`src/rtl/angle_sweep.sv`:
```
// Angle sweep generator: emits count angles starting at angle_start, stepping by
// angle_step modulo ANGLE_MAX, to a downstream LUT stage over a valid/ready handshake.
module angle_sweep #(
    parameter int ANGLE_MAX = 360,
    parameter int CNT_W     = 16
) (
    input  logic             clk,
    input  logic             rst,
    input  logic             start,
    input  logic             op_sel_in,
    input  logic [31:0]      angle_start,
    input  logic [31:0]      angle_step,
    input  logic [CNT_W-1:0] count,
    input  logic             ready,
    output logic [31:0]      angle,
    output logic             op_selector,
    output logic             valid,
    output logic             busy,
    output logic             done,
    output logic             err
);

    // state | meaning
    // IDLE  | waiting for start; bad start pulses err
    // RUN   | presenting beats, advancing on valid & ready
    // DONE  | one-cycle end of sweep, done pulse
    typedef enum logic [1:0] {IDLE, RUN, DONE} state_t;

    localparam logic [32:0] AMAX = 33'(ANGLE_MAX);

    state_t           state;
    logic [31:0]      step_r;
    logic [CNT_W-1:0] count_r;
    logic [CNT_W-1:0] beat_cnt;
    logic [32:0]      sum;
    logic [31:0]      next_angle;
    logic             start_ok;

    // Both operands are below ANGLE_MAX, so a single subtract always wraps back in range.
    always_comb begin
        sum        = {1'b0, angle} + {1'b0, step_r};
        next_angle = (sum >= AMAX) ? 32'(sum - AMAX) : sum[31:0];
    end

    assign start_ok = ({1'b0, angle_start} < AMAX) && ({1'b0, angle_step} < AMAX);

    always_ff @(posedge clk) begin
        if (rst) begin
            state       <= IDLE;
            step_r      <= '0;
            count_r     <= '0;
            beat_cnt    <= '0;
            angle       <= '0;
            op_selector <= 1'b0;
            valid       <= 1'b0;
            busy        <= 1'b0;
            done        <= 1'b0;
            err         <= 1'b0;
        end else begin
            done <= 1'b0;
            err  <= 1'b0;
            case (state)
                IDLE: begin
                    if (start) begin
                        if (!start_ok) begin
                            err <= 1'b1;
                        end else begin
                            op_selector <= op_sel_in;
                            step_r      <= angle_step;
                            count_r     <= count;
                            beat_cnt    <= '0;
                            angle       <= angle_start;
                            busy        <= 1'b1;
                            if (count == '0) begin
                                state <= DONE;
                                done  <= 1'b1;
                            end else begin
                                state <= RUN;
                                valid <= 1'b1;
                            end
                        end
                    end
                end
                RUN: begin
                    if (valid && ready) begin
                        beat_cnt <= beat_cnt + CNT_W'(1);
                        if (beat_cnt + CNT_W'(1) == count_r) begin
                            state <= DONE;
                            valid <= 1'b0;
                            done  <= 1'b1;
                        end else begin
                            angle <= next_angle;
                        end
                    end
                end
                DONE: begin
                    busy  <= 1'b0;
                    state <= IDLE;
                end
                default: state <= IDLE;
            endcase
        end
    end

endmodule

```
`config.mk`:
```
export PLATFORM = sky130hd
export DESIGN_NAME = angle_sweep
export DESIGN_NICKNAME = d
export VERILOG_FILES = /design/src/rtl/angle_sweep.sv
export SDC_FILE = /design/constraint.sdc
export NUM_CORES = 1
export LEC_CHECK = 0
export ABC_AREA = 1
export CAP_MARGIN = 10
export CORE_MARGIN = 5
export CORE_UTILIZATION = 55
export DETAILED_ROUTE_END_ITERATION = 8
export PLACE_DENSITY_LB_ADDON = 0.08
export SYNTH_ARGS = -nofsm -noshare
export SYNTH_HDL_FRONTEND = slang
export SYNTH_SLANG_ARGS = --single-unit
```
`constraint.sdc`:
```
create_clock -name clk -period 7.5 [get_ports clk]
set_clock_uncertainty 0.2 [all_clocks]
set_input_delay 1.5 -clock clk [delete_from_list [all_inputs] [get_ports clk]]
set_output_delay 1.5 -clock clk [all_outputs]
set_load 0.02 [all_outputs]
```
==> impl_metrics.env <==
export IMPL_syn_area_um2=8620
export IMPL_cp_arrival_ns=5.37
export IMPL_synth_edf_count=0
export IMPL_fin_total_pwr_w=0.00109
export IMPL_critPathCaptureType="register"
export IMPL_nets=1698
export IMPL_worst_r2r_path_depth=20
export IMPL_p_per_area_nw_per_um2=106
export IMPL_use_met1_pct=35.4
export IMPL_area_growth_pct=18.6
export IMPL_drive_gt1_share_pct=7.45
export IMPL_start_kind="input pin"
export IMPL_reg2reg_from="angle[0]$_SDFFE_PP0P_"
export IMPL_final_cell_count_no_fill=1794
export IMPL_syn_inst=1479
export IMPL_period_share_pct=70.4
export IMPL_synth_distinct_cells=47
export IMPL_slew_viol_final=0
export IMPL_p_leak_nw=5.08
export IMPL_cts_buffers_inserted=9
export IMPL_seq_area_frac_synth_pct=23.9
export IMPL_post_cts_buffers=0
export IMPL_hold_depth=2
export IMPL_cp_slowest_cell="nor2_2"
export IMPL_grt_max_degree=61
export IMPL_cts_root_buf="clkbuf_16"
export IMPL_setup_viol=0
export IMPL_rows=45
export IMPL_worstHoldStart="step_r[11]$_SDFFE_PP0P_"
export IMPL_gp_congestion=0.950
export IMPL_holdBufCountCts=0
export IMPL_switching_share_pct=24.4
export IMPL_cts_resized=0
export IMPL_overflow=0
export IMPL_use_met3_pct=4.61
export IMPL_crit_type="in -> reg"
export IMPL_io_pins=122
export IMPL_r2r_end="angle[7]$_SDFFE_PP0P_"
export IMPL_relSlewSlack_pct=33.0
export IMPL_crit_chain="clkdlybuf4s50_1 -> or2_1 -> nor4_1 -> nand3_1 -> a211oi_1 -> nand2_1 -> nor2_1 -> nand2_2 -> nand2_1 -> nand2_4 -> nor2_2 -> nand2_1 -> a21oi_1"
export IMPL_start_util_pct=56.5
export IMPL_combPwrFrac_pct=5.9
export IMPL_die_area_um2=18300
export IMPL_synthArstFlopShare_pct=0
export IMPL_htree_levels=3
export IMPL_place_inst=1778
export IMPL_cpPeakStageDelay_ns=0.89
export IMPL_via_per_inst=5.32
export IMPL_clock_latency_ns=0.37
export IMPL_yosys_most_used_dff="dfxtp_1"
export IMPL_max_freq_mhz=189
export IMPL_hold_end="step_r[11]$_SDFFE_PP0P_"
export IMPL_hold_viol=0
export IMPL_ys_ff_latch=103
export IMPL_met2_usage_pct=47.7
export IMPL_dieWidth_um=135
export IMPL_antenna_left=0
export IMPL_setup_slack_ns=2.22
export IMPL_cts_sinks=103
export IMPL_fin_crit_ns=5.28
export IMPL_drt_iter0_markers=759
export IMPL_dp_hpwl_mm=19.9
export IMPL_busiest_layer="met2"
export IMPL_layout_common_cells="nand2_1 (559), inv_1 (209), clkdlybuf4s50_1 (120)"
export IMPL_die_h_um=135
export IMPL_dr_pass1_iters=6
export IMPL_worst_path_buf_inv=1
export IMPL_whs_ns=0.262
export IMPL_clockBufferDepth=2
export IMPL_p_int_w=0.000822
export IMPL_status="completed"
export IMPL_clk_pin_slew_ns=0.07
export IMPL_grt_pass1_wl_mm=41.8
export IMPL_vias=9552
export IMPL_num_antenna_cells=0
export IMPL_io_buffers=121
export IMPL_final_common_cell="nand2_1"
export IMPL_synth_nets=1599
export IMPL_crit_family="simple AND/OR/NAND/NOR gates"
export IMPL_routed_wl_mm=25.6
export IMPL_remaining_drc_errors=0
export IMPL_rsz0062_at_grt="false"
export IMPL_routed_wire_length_per_instance_um=14.3
export IMPL_grt_pass1_vias=8926
export IMPL_peakVddDrop_uv=103
export IMPL_antenna_found_initial=0
export IMPL_seq_power_share_pct=50.3
export IMPL_track_usage_pct=28.0
export IMPL_post_place_ws_ns=1.90
export IMPL_critical_path_peak_fanout=36
export IMPL_finalSetupTns_ns=0
export IMPL_clock_power_share_pct=43.9
export IMPL_core_area_um2=15300
export IMPL_critical_path_top_cell_by_count="nand2_1"
export IMPL_hold_class="reg -> reg"
export IMPL_worst_r2r_setup_slack_ns=3.71
export IMPL_cts_tree="built"
export IMPL_avgSynthCellArea_um2=5.83
export IMPL_switching_power_w=0.000265
export IMPL_max_cap_violations=0
export IMPL_crit_required_ns=7.59
export IMPL_yosysWarnings=0
export IMPL_worst_slew_pin_slew_ns=1.00
metal layers:
layer	wire length (um)	share of wire, %	up-vias
met4	874	3.4	0
met5	0	0	-
met3	1680	6.6	66
met2	11700	46	343
li1	-	-	4853
met1	11300	44	4290
cells by family (layout without fill, tap and decap cells):
logic type	Yosys count	in the layout	synth area share [%]
and+or+nand+nor	903	903	46.5
AOI/OAI and AO/OA	151	151	9.60
adders and majority gates	35	35	5.17
xor gates and xnor gates	26	26	2.80
buffers and inverters	261	365	12.0
DFF	103	103	23.9
flip-flops by register name, indices dropped and copies added, names as in the netlist:
register and cells:
angle 32, beat_cnt 16, err 1, busy 1
count_r 16, done 1, valid 1, state 2
op_selector 1, step_r 32
stage by stage:
| step | util, % | cell area (um2) |
|---|---|---|
| finish | 67.0 | 10200 |
| global route | 67.0 | 10200 |
| CTS | 67.0 | 10200 |
| detailed placement | 65.1 | 9930 |
| global placement | 65.1 | 9930 |
| floorplan | - | 8620 |
worst register-to-register path, cell delays in order, from the launching register on:
cell	delay (ns)
dfxtp_1	0.34
ha_1	0.29
fa_1	0.48
nand3_1	0.15
nand2_2	0.10
nand2_1	0.09
nand2_1	0.13
nand2_1	0.13
nand2_1	0.08
nand2_1	0.06
nand2_1	0.09
nor2_1	0.20
nand2_1	0.10
nor2_2	0.19
nand3_2	0.13
nor2_4	0.19
nand2_4	0.27
nand2_1	0.14
nand3_1	0.09
nand2_1	0.13
a21oi_1	0.07
layout make-up:
type                            instances  area, um2
Clock inverter                          7       66.3
Clock buffer                            9        225
Multi-Input combinational cell       1115       5530
Timing Repair Buffer                  124       1230
Fill cell                            1481       5040
Inverter                              225        845
Sequential cell                       103       2060
Tap cell                              211        264
synth_stat cells (6+ instances only):
library cell / count / share of area, %
nand3_1: 116 / 6.7
nor2_1: 87 / 3.8
nand4_1: 24 / 1.7
inv_1: 209 / 9.1
clkbuf_1: 20 / 0.87
ha_1: 34 / 4.9
inv_2: 14 / 0.61
nor2_2: 22 / 1.6
dfxtp_1: 103 / 24
nand2_2: 28 / 2.0
nand3_2: 11 / 1.3
a211oi_1: 8 / 0.70
nor3_1: 8 / 0.46
nor4_1: 13 / 0.94
nand2_1: 560 / 24
nor2_4: 6 / 0.78
xor2_1: 22 / 2.2
o21ai_0: 30 / 1.7
a21oi_1: 97 / 5.6
worst max-delay path by stage:
stage / startpoint / to / slack, ns / cells past startpoint
after floorplan: angle_step[22] / angle[22]$_SDFFE_PP0P_ / 4.00 / 13
after global placement: angle_step[22] / angle[22]$_SDFFE_PP0P_ / 2.04 / 13
after detailed placement: angle_step[22] / angle[24]$_SDFFE_PP0P_ / 1.90 / 13
after CTS: angle_step[22] / angle[30]$_SDFFE_PP0P_ / 2.26 / 13
after global routing: angle_step[22] / angle[24]$_SDFFE_PP0P_ / 1.96 / 13
final: angle_step[22] / angle[30]$_SDFFE_PP0P_ / 2.22 / 13
power groups by stage:
| stage | clock network, W | registers, W | logic, W |
|---|---|---|---|
| 2_1_floorplan | 0 | 0.000560 | 0.0000122 |
| 3_3_place_gp | 0 | 0.000560 | 0.0000631 |
| 3_5_place_dp | 0 | 0.000560 | 0.0000637 |
| 4_1_cts | 0.000481 | 0.000547 | 0.0000638 |
| 5_1_grt | 0.000504 | 0.000547 | 0.0000680 |
| 6_report | 0.000477 | 0.000547 | 0.0000636 |
(Power assumes the default switching activity.)
